--- config.mk ---
export PLATFORM = sky130hd
export DESIGN_NAME = alu16_nibble_seq
export DESIGN_NICKNAME = d
export VERILOG_FILES = /design/src/rtl/alu16_nibble_seq.sv
export SDC_FILE = /design/constraint.sdc
export NUM_CORES = 1
export LEC_CHECK = 0
export CORE_MARGIN = 3
export CORE_UTILIZATION = 42
export CTS_BUF_LIST = sky130_fd_sc_hd__clkbuf_8
export DETAILED_ROUTE_END_ITERATION = 10
export PLACE_DENSITY_LB_ADDON = 0.1
export SETUP_SLACK_MARGIN = 0.4
export SYNTH_ARGS = -nofsm -noshare
export SYNTH_HDL_FRONTEND = slang
export SYNTH_SLANG_ARGS = --single-unit
--- constraint.sdc ---
create_clock -name clk -period 7.6 [get_ports clk]
set_input_delay 1.9 -clock clk [delete_from_list [all_inputs] [get_ports clk]]
set_output_delay 1.9 -clock clk [all_outputs]
set_load 0.05 [all_outputs]
--- src/rtl/alu16_nibble_seq.sv ---
// alu16_nibble_seq -- multi-cycle add/subtract unit built around one reused
// 4-bit carry-lookahead slice (adder4).
//
// A request (op, a, b, cin) is accepted in IDLE. Operand B is stored
// pre-inverted for subtract ops, so every op becomes A + B' + c0. The slice
// then processes one nibble per cycle, LSB first. The carry between nibbles
// is held in a register.
//
// Ports of adder4:
//   a, b : 4-bit addends
//   ci   : carry in
//   s    : 4-bit sum
//   co   : carry out
//
// Ports of alu16_nibble_seq (W = 4*NIBBLES):
//   clk, reset           : clock; synchronous active-high reset
//   in_valid, in_ready   : request handshake. in_ready is a registered
//                          copy of "state is IDLE".
//   op[1:0]              : 00 ADD, 01 SUB, 10 ADC, 11 SBB
//   a, b [W-1:0], cin    : operands and carry in
//   out_valid, out_ready : response handshake
//   result [W-1:0]       : sum or difference
//   cout                 : carry out (for SUB/SBB, 1 = no borrow)
//   ovf                  : signed overflow
//   zero                 : result equals zero

module adder4 (
    input  logic [3:0] a,
    input  logic [3:0] b,
    input  logic       ci,
    output logic [3:0] s,
    output logic       co
);
    logic [3:0] g_s;
    logic [3:0] p_s;
    logic [3:0] c_s;

    // Generate/propagate terms and flattened lookahead carries.
    always_comb begin
        g_s    = a & b;
        p_s    = a ^ b;
        c_s[0] = ci;
        c_s[1] = g_s[0] | (p_s[0] & ci);
        c_s[2] = g_s[1] | (p_s[1] & g_s[0]) | (p_s[1] & p_s[0] & ci);
        c_s[3] = g_s[2] | (p_s[2] & g_s[1]) | (p_s[2] & p_s[1] & g_s[0])
               | (p_s[2] & p_s[1] & p_s[0] & ci);
        co     = g_s[3] | (p_s[3] & g_s[2]) | (p_s[3] & p_s[2] & g_s[1])
               | (p_s[3] & p_s[2] & p_s[1] & g_s[0])
               | (p_s[3] & p_s[2] & p_s[1] & p_s[0] & ci);
        s      = p_s ^ c_s;
    end
endmodule

module alu16_nibble_seq #(
    parameter int NIBBLES = 4
) (
    input  logic                 clk,
    input  logic                 reset,
    input  logic                 in_valid,
    output logic                 in_ready,
    input  logic [1:0]           op,
    input  logic [4*NIBBLES-1:0] a,
    input  logic [4*NIBBLES-1:0] b,
    input  logic                 cin,
    output logic                 out_valid,
    input  logic                 out_ready,
    output logic [4*NIBBLES-1:0] result,
    output logic                 cout,
    output logic                 ovf,
    output logic                 zero
);
    localparam int W  = 4 * NIBBLES;
    localparam int KW = (NIBBLES > 1) ? $clog2(NIBBLES) : 1;
    localparam logic [KW-1:0] K_LAST = KW'(NIBBLES - 1);
    localparam logic [KW-1:0] K_ONE  = KW'(1);

    typedef enum logic [1:0] {
        ST_IDLE = 2'b00,
        ST_RUN  = 2'b01,
        ST_DONE = 2'b10
    } state_t;

    state_t          state_r;
    state_t          state_nxt_s;
    logic [W-1:0]    a_r;
    logic [W-1:0]    bp_r;
    logic            carry_r;
    logic [KW-1:0]   k_r;
    logic [W-1:0]    result_r;
    logic            cout_r;
    logic            ovf_r;
    logic            zero_r;
    logic            in_ready_r;
    logic            out_valid_r;

    logic            carry_init_s;
    logic [3:0]      slice_a_s;
    logic [3:0]      slice_b_s;
    logic [3:0]      slice_sum_s;
    logic            slice_co_s;
    logic [W-1:0]    result_nxt_s;
    logic            zero_s;
    logic            ovf_s;
    logic            k_last_s;

    // State register.
    always_ff @(posedge clk) begin
        if (reset) begin
            state_r <= ST_IDLE;
        end else begin
            state_r <= state_nxt_s;
        end
    end

    // Next-state logic.
    always_comb begin
        state_nxt_s = state_r;
        case (state_r)
            ST_IDLE: begin
                if (in_valid) state_nxt_s = ST_RUN;
                else          state_nxt_s = ST_IDLE;
            end
            ST_RUN: begin
                if (k_last_s) state_nxt_s = ST_DONE;
                else          state_nxt_s = ST_RUN;
            end
            ST_DONE: begin
                if (out_ready) state_nxt_s = ST_IDLE;
                else           state_nxt_s = ST_DONE;
            end
            default: state_nxt_s = ST_IDLE;
        endcase
    end

    // Initial carry: SUB forms two's complement; ADC/SBB feed cin straight in
    // (SBB then yields A - B - ~cin, since B is stored inverted).
    always_comb begin
        carry_init_s = 1'b0;
        case (op)
            2'b00:   carry_init_s = 1'b0;
            2'b01:   carry_init_s = 1'b1;
            2'b10:   carry_init_s = cin;
            2'b11:   carry_init_s = cin;
            default: carry_init_s = 1'b0;
        endcase
    end

    // Select the current nibble of each registered operand.
    always_comb begin
        k_last_s  = (k_r == K_LAST);
        slice_a_s = a_r[{k_r, 2'b00} +: 4];
        slice_b_s = bp_r[{k_r, 2'b00} +: 4];
    end

    adder4 u_slice (
        .a  (slice_a_s),
        .b  (slice_b_s),
        .ci (carry_r),
        .s  (slice_sum_s),
        .co (slice_co_s)
    );

    // Merge the slice sum into the result. The zero and overflow flags
    // are taken from the merged value; they are only latched on the
    // MSB nibble.
    always_comb begin
        result_nxt_s                       = result_r;
        result_nxt_s[{k_r, 2'b00} +: 4]    = slice_sum_s;
        zero_s = (result_nxt_s == {W{1'b0}});
        ovf_s  = (a_r[W-1] == bp_r[W-1]) & (slice_sum_s[3] != a_r[W-1]);
    end

    // Datapath registers and registered handshake outputs.
    always_ff @(posedge clk) begin
        if (reset) begin
            a_r         <= {W{1'b0}};
            bp_r        <= {W{1'b0}};
            carry_r     <= 1'b0;
            k_r         <= {KW{1'b0}};
            result_r    <= {W{1'b0}};
            cout_r      <= 1'b0;
            ovf_r       <= 1'b0;
            zero_r      <= 1'b0;
            in_ready_r  <= 1'b1;
            out_valid_r <= 1'b0;
        end else begin
            in_ready_r  <= (state_nxt_s == ST_IDLE);
            out_valid_r <= (state_nxt_s == ST_DONE);
            case (state_r)
                ST_IDLE: begin
                    if (in_valid) begin
                        a_r     <= a;
                        bp_r    <= op[0] ? ~b : b;
                        k_r     <= {KW{1'b0}};
                        carry_r <= carry_init_s;
                    end
                end
                ST_RUN: begin
                    result_r <= result_nxt_s;
                    carry_r  <= slice_co_s;
                    if (k_last_s) begin
                        cout_r <= slice_co_s;
                        ovf_r  <= ovf_s;
                        zero_r <= zero_s;
                    end else begin
                        k_r <= k_r + K_ONE;
                    end
                end
                default: begin
                    result_r <= result_r;
                end
            endcase
        end
    end

    assign in_ready  = in_ready_r;
    assign out_valid = out_valid_r;
    assign result    = result_r;
    assign cout      = cout_r;
    assign ovf       = ovf_r;
    assign zero      = zero_r;
endmodule

* Word level (Yosys, flattened, before mapping) *
Index checks and enable logic that the tools add are counted.

storage, ports and cells
  register bits after elaboration = 58
  input port bits = 39
  output and inout port bits = 21
  word-level logic and storage cells = 81

operators by class
  add/sub/neg operators = 2
  equality and inequality tests = 11
  shift-type cells = 4
  muxes and demuxes = 12
  bitwise operators = 31
  reduce and logical (&&, ||, !) cells = 10

operators with widths
  cell                      count
  $shiftx A16 B5 Y4         2
  $and A1 B1 Y1             17
  $bwmux W16                1
  $logic_not A16 Y1         1
  $mux W16                  1
  $not A16 Y16              1
  $shift A4 B6 Y16 const A  1
  $shiftx A4 B6 Y16         1
  $eq A2 B2 Y1 const B      5
  $or A1 B1 Y1              10
  $mux W2                   4
  $xor A4 B4 Y4             2
  $logic_not A2 Y1          3
  $neg A4 Y6                1
  $pmux W2 S3               1
  $reduce_and A2 Y1         3
  $and A4 B4 Y4             1
  $eq A2 B1 Y1 const B      2
  $ne A2 B2 Y1 const B      2
  $pmux W2 S2               1
  $pmux W1 S3               1
  $reduce_and A3 Y1         1
  $add A2 B1 Y2 const B     1
  $mux W1                   2
  other kinds (5)           5

* Longest topological paths before layout *
  depth in word-level cells = 10
  gate-level depth with buffers = 8
  mapped depth without buffers = 6

* By module *
A second synthesis with hierarchy kept.

unflattened totals
  cell total of the unflattened synthesis = 317
  area total of the unflattened synthesis = 2,782.7 sq um

by module, submodules not included
  module            times used  cells each  area each (sq um)  seq. area each (sq um)
  alu16_nibble_seq  1           300         2,635.0            1,161.1
  adder4            1           17          147.6              0.0

* Worst setup path before layout *
No wires, ideal clock.

  path type = in2reg
  start point = input in_valid
  end point = register bp_r[0]
  library setup time = 86 ps
  data arrival time = 2,687 ps
  data required time = 7,514 ps
  slack = 4,827 ps
  stages = 4
  path buffers = 1
  path through = nor3b_2 clkbuf_1 nor2_1 a211oi_1

on the way
  word-level cells in the longest chain between the ends = 1

ends and longest elaborated chain
  element                      line  source
  start, declared              59    input logic in_valid,
  $reduce_and A2 Y1 (no line)  -
  end signal, assigned         177   bp_r <= {W{1'b0}};
  end signal, assigned         193   bp_r <= op[0] ? ~b : b;
  end, declared                86    logic [W-1:0] bp_r;

No other way between the ends.
A chain may end at the register's enable or synchronous reset.

* Worst setup path in the final report *
  start point = register result_r[9] (netlist: result[9])
  end point = output result[9]

RTL lines
  element                 line  source
  start, declared         89    logic [W-1:0] result_r;
  start signal, assigned  180   result_r <= {W{1'b0}};
  start signal, assigned  199   result_r <= result_nxt_s;
  start signal, assigned  210   result_r <= result_r;
  end, declared           67    output logic [4*NIBBLES-1:0] result,

No word-level cell between the ends.

==> qor.yml <==
setup_path:
  crit_path_max_incr_delay_ns: 0.82
  worst_setup_path_start_kind: "register"
  crit_arrival_ns: 1.51
  cp_slowest_cell: "clkdlybuf4s50_1"
  required_ns: 5.70
  worstPathMaxFanout: 3
  regToRegStartpoint: "k_r[0]"
  cp.depth: 1
  r2r-end: "ovf"
  path_cells: "clkdlybuf4s50_1"
  crit_end: "result[9]"
  criticalPathCategory: "register to primary output"
  critPathLaunch: "result[9]"
  worst-path-buf-inv: 1
  rr_worst_depth: 6
  critical_path.top_delay_family: "buffers and inverters"
  regToRegSetupSlack_ns: 4.47
  cp-end-kind: "primary output"
cells_and_area:
  fin_util_pct: 56.0
  final_net_count: 410
  multi_input_area_um2: 1520
  layout-drive-gt1-share_pct: 9.09
  antenna_cells: 0
  syn2layout_area_growth_pct: 28.1
  seqCellArea_um2: 1160
  fill_cells: 625
  final_cell_area_um2: 3570
placed_design:
  io_buffers: 59
  dp_slack_ns: 4.00
  hpwl_um: 4290
  routabilityCongestion: 0.816
  placed_area_um2: 3390
timing:
  fmax_mhz: 293
  grt_setup_unrepaired: "no"
  tightest_slew_ns: 1.04
  finalHoldViolCount: 0
  setup_viol: 0
  setup_slack_ns: 4.19
  period_share_pct: 44.9
  finalClockSkew_ns: 0.00605
  maxSlewHeadroom_pct: 30.4
  slew_viol_final: 0
  min_period_ns: 3.41
  fin_tns_setup_ns: 0
detailed_routing:
  drt-vias-per-instance: 5.36
  drt-wirelength-per-cell_um: 14.2
  drt_iter0_markers: 82
  vias: 2358
  dr.pass1.iters: 5
  totalWireLength_um: 6240
  drc: 0
  drtAntennaViolNets: 0
logic_synthesis:
  muxShareOfSynthArea_pct: 6.82
  synth.cell_area_um2: 2790
  syn_area_per_cell_um2: 9.08
  synth_area_leaders: "dfxtp_1 (42%), mux4_2 (6.5%), nand2_1 (6.5%), nor2_1 (5.4%), xnor2_1 (5.3%)"
  synth_top_family_by_area: "simple AND/OR/NAND/NOR gates"
  yosysTopAreaCellShare_pct: 41.6
  synthArstFlopShare_pct: 0
  synthSimpleGateAreaFrac_pct: 19.1
  synth_commonest_cells: "dfxtp_1 (58), nand2_1 (48), nor2_1 (40)"
  ys.flop_type: "dfxtp_1"
  synth_xor_xnor_area_share_pct: 5.34
  yosys_warnings: 0
  ys_ff_latch: 58
  synth_edf_count: 0
  synth_compound_area_share_pct: 17.5
  ys_types: 44
  syn_inst: 307
  synth.most_common_cell: "dfxtp_1"
  synth_largest_area_cell: "dfxtp_1"
  synth_fa_ha_area_share_pct: 5.65
  synth-seq-area-share_pct: 41.6
  synth_nets: 358
clock_tree:
  postCtsSetupRepairBufs: 0
  clock-sinks: 58
  post_cts_resized: 0
  cts_tree: "yes"
  clockRootBuffer: "clkbuf_8"
  cts.hold.buffers_added: 0
  clock_path_buffers: 2
  clkSlewWorstSetupHoldPaths_ns: 0.06
  clock_latency_ns: 0.33
  htreeDepth: 3
  numCtsBuffers: 9
power:
  pwr-share-seq_pct: 45.4
  p_switching_uw: 198
  swShare_pct: 26.9
  leakage_uw: 0.00131
  power_density_nw_per_um2: 206
  ir_drop_mv: 0.130
  p_comb_share_pct: 17.9
  clockPowerShare_pct: 36.7
  p_int_uw: 538
die:
  die_x_um: 87.5
  core_area_um2: 6390
  die_height_um: 87.5
  start_util_pct: 43.7
  io-pin-count: 60
  die_area_um2: 7650
  rows: 29
hold_path:
  min_path_type: "register to register"
global_routing:
  gr-usage-all-layers_pct: 17.0
  grt_max_degree: 58
  overflow: 0
  grt_first_pass_wirelength_um: 10100
  antenna_found_initial: 0
  grt_pass1_vias: 2156
run_status:
  status: "finished, final reports clean"
job:
  max_cap_viol_count: 0
[power groups by stage]
stage	Combinational [uW]	Clock (uW)	Sequential (uW)
floorplan	87.5	0	341
global placement	131	0	340
detailed placement	132	0	341
CTS	132	274	334
global route	145	289	336
finish	132	270	334
[metal layers]
| metal | global-route usage [%] | part of all wire (%) |
|---|---|---|
| met1 | 22.4 | 47 |
| met2 | 26.6 | 46 |
| met3 | 4.92 | 5.4 |
| met4 | 6.00 | 1.3 |
| met5 | 0 | 0 |
[cell families (layout without fill, tap and decap cells)]
group                      count (synthesis)  after routing
buffers and inverters                     23             79
xor gates and xnor gates                  17             17
adders and majority gates                 12             12
muxes                                      9              9
and+or+nand+nor                          118            118
AOI/OAI and AO/OA                         70             70
DFF                                       58             58
[area by class of cell]
cell class	count	share of cell area (%)
sequential	58	32.5
timing repair buffer	60	16.6
clock buffer	10	3.85
multi-input combinational	226	42.6
clock inverter	5	1.33
tap	77	2.70
inverter	4	0.420
[how the worst min path moves through the flow]
| stage | from | endpoint | slack [ns] | cells after the start |
|---|---|---|---|---|
| after global routing | a_r[9] | a_r[9] | 0.48 | 2 |
| after global placement | a_r[12] | a_r[12] | 0.44 | 2 |
| after floorplan | a_r[10] | a_r[10] | 0.43 | 2 |
| final | a_r[9] | a_r[9] | 0.45 | 2 |
| after detailed placement | a_r[9] | a_r[9] | 0.45 | 2 |
| after CTS | a_r[9] | a_r[9] | 0.45 | 2 |
[state kept, by name (all words and copies together) (netlist names)]
| signal | count |
|---|---|
| a_r | 16 |
| bp_r | 16 |
| result | 16 |
| k_r | 2 |
| state_r | 2 |
| carry_r | 1 |
| cout | 1 |
| in_ready | 1 |
| out_valid | 1 |
| ovf | 1 |
| zero | 1 |
[stage by stage]
step | power (uW) | hold WS (ns) | std cells
6_report | 735 | 0.453 | 440
5_1_grt | 770 | 0.476 | 440
4_1_cts | 741 | 0.453 | 440
3_5_place_dp | 473 | 0.445 | 425
3_3_place_gp | 472 | 0.443 | 425
2_1_floorplan | 428 | 0.433 | 307
[placed cells by master, fill, tap and decap left out, drive strengths merged, types with 2 or more instances in the layout]
master         instances
o31ai                  2
xnor2                 17
nand3b                 3
a22oi                  6
clkinv                 2
a311oi                 2
inv                    6
nor4                   3
nand4                  6
dfxtp                 58
nor3                   4
a21o                   5
nor3b                  2
a32oi                  4
a211oi                16
nor2                  40
nand3                  4
nand2b                 3
a21oi                 28
mux4                   8
clkdlybuf4s50         58
nand2                 48
buf                    2
ha                    11
clkbuf                10
Note: power is estimated with default switching activity, not from simulation.
==> edit, RTL diff (config.mk and constraints unchanged) <==
Put one more register stage on the output `ovf`, without a reset. The value now appears one clock later. The other outputs are not delayed to match.
--- a/src/rtl/alu16_nibble_seq.sv
+++ b/src/rtl/alu16_nibble_seq.sv
@@ -218,5 +218,7 @@
     assign result    = result_r;
     assign cout      = cout_r;
-    assign ovf       = ovf_r;
+    always_ff @(posedge clk) begin
+        ovf <= ovf_r;
+    end
     assign zero      = zero_r;
 endmodule
Check against the original RTL: not equivalent (Yosys sat finds a counterexample within 10 cycles, from zero or initial values and one cycle with reset high).
==> edit against the unedited design <==
Wire length rose by 1.2%; setup slack lost 0.011 ns; critical path depth is the same; hold slack worse by 0.074 ns; register-to-register slack about the same; via count rose by 1.5%; design area grew 1.2%; sequential power rose by 2%; sequential cell count grew 1; area after synthesis is 0.72% higher; synthesized cell count grew 0.33%; maximum frequency shrank 0.32%; final cell count rose by 0.45%; power grew 5.4%.
==> edit: results (changes against the unedited design) <==
metric	value	unit	change
grtUsageMet1	24.6	%	was 22.4%
grt_first_pass_wirelength	10600	um	was 10100 um
grt_pass1_vias	2211		was 2156
post_cts_buffers	0		unchanged
antenna_found_initial	0		unchanged
routed_wl	6320	um	was 6240 um
cts_buffers	9		unchanged
max_freq	292	MHz	was 293 MHz
ys_warn_count	0		unchanged
yosysUniqueCellTypes	44		unchanged
globalRouteTotalUtil	17.9	%	was 17.0%
htreeDepth	3		unchanged
critPathMaxStageDelay	0.82	ns	about the same
antenna_cells	0		unchanged
p_leak	1.33	nW	was 1.31 nW
synthTopCellsByArea	dfxtp_1, mux4_2, nand2_1		unchanged
final_nets	411		was 410
p_switching	206	uW	was 198 uW
initial_core_util	43.7	%	about the same
dp_hpwl	4400	um	was 4290 um
dr.pass1.iters	4		was 5
syn-num-nets	359		was 358
status	complete, no violations		unchanged
use_met3	3.95	%	was 4.92%
drive_gt1_share	9.59	%	was 9.09%
cp_top_family	buffers and inverters		unchanged
ys_seq_area_share	42.0	%	was 41.6%
hold_path_class	flip-flop to flip-flop		unchanged
synthTopCellsByCount	dfxtp_1, nand2_1, nor2_1, a21oi_1, xnor2_1		unchanged
hold_depth	0		was 2
peakVddDrop	0.103	mV	was 0.130 mV
post_cts_resized	0		unchanged
timing.slew.headroom	29.7	%	was 30.4%
r2r_cells	6		unchanged
critPathMaxFanout	3		unchanged
async_reset_ff_share	0	%	unchanged
gr-usage-met2	26.1	%	was 26.6%
finClkSkew	0.00369	ns	was 0.00605 ns
clk_path_buf_depth	2		unchanged
cp_slowest_cell	clkdlybuf4s50_1		unchanged
grt_max_degree	58		unchanged
nFillCells	603		was 625
io_buffers	59		unchanged
first_iter_violations	141		was 82
gp_congestion	0.796		was 0.816
clk_latency	0.34	ns	
cp.arrival	1.52	ns	
vias	2394		was 2358
clk_pin_slew	0.06	ns	about the same
cts_root_buf	clkbuf_8		unchanged
==> edit: cell types whose count changed after synthesis <==
cell     before  now
dfxtp_1      58   59
==> edit: worst paths after layout <==
kind                      to  startpoint  slack [ns]
setup / recovery  result[14]  result[14]        4.18
hold / removal           ovf       ovf_r        0.38
setup reg to reg       ovf_r      k_r[0]        4.48
hold reg to reg          ovf       ovf_r        0.38
==> edit: power groups by stage <==
stage	registers, mW	clock network (mW)	logic, mW
6_report	0.340	0.304	0.132
5_1_grt	0.342	0.324	0.146
3_5_place_dp	0.347	0	0.132
4_1_cts	0.340	0.308	0.132
3_3_place_gp	0.346	0	0.131
2_1_floorplan	0.346	0	0.0875
==> edit: layer usage <==
layer / vias to the layer above / share of wire, %
li1: 1204 / -
met1: 1105 / 48
met3: 13 / 5.6
met2: 72 / 44
met4: 0 / 2.1
met5: - / 0
==> edit: per-stage QoR <==
step / std cells / utilization, % / setup slack [ns] / instance area [sq um]
final: 442 / 56.3 / 4.18 / 3620
after global placement: 426 / 53.1 / 4.04 / 3410
after detailed placement: 426 / 53.1 / 4.02 / 3410
after global routing: 442 / 56.3 / 4.12 / 3620
after CTS: 442 / 56.3 / 4.17 / 3620
after floorplan: 308 / - / 4.83 / 2810
==> edit: kinds of logic (layout without fill, tap and decap cells) <==
family          after synthesis  after routing  synth area share [%]
simple gates                118            118                  18.9
compound gates               70             70                  17.4
flops                        59             59                  42.0
buf+inv                      23             80                  3.96
xor+xnor                     17             17                  5.30
fa+ha+maj                    12             12                  5.61
mux                           9              9                  6.77
==> edit: cell type report <==
| type | instances | area (sq um) | area share, % |
|---|---|---|---|
| Clock inverter | 7 | 83.8 | 2.32 |
| Timing Repair Buffer | 60 | 593 | 16.4 |
| Inverter | 4 | 15.0 | 0.415 |
| Clock buffer | 9 | 124 | 3.43 |
| Sequential cell | 59 | 1180 | 32.7 |
| Tap cell | 77 | 96.3 | 2.66 |
| Multi-Input combinational cell | 226 | 1520 | 42.1 |
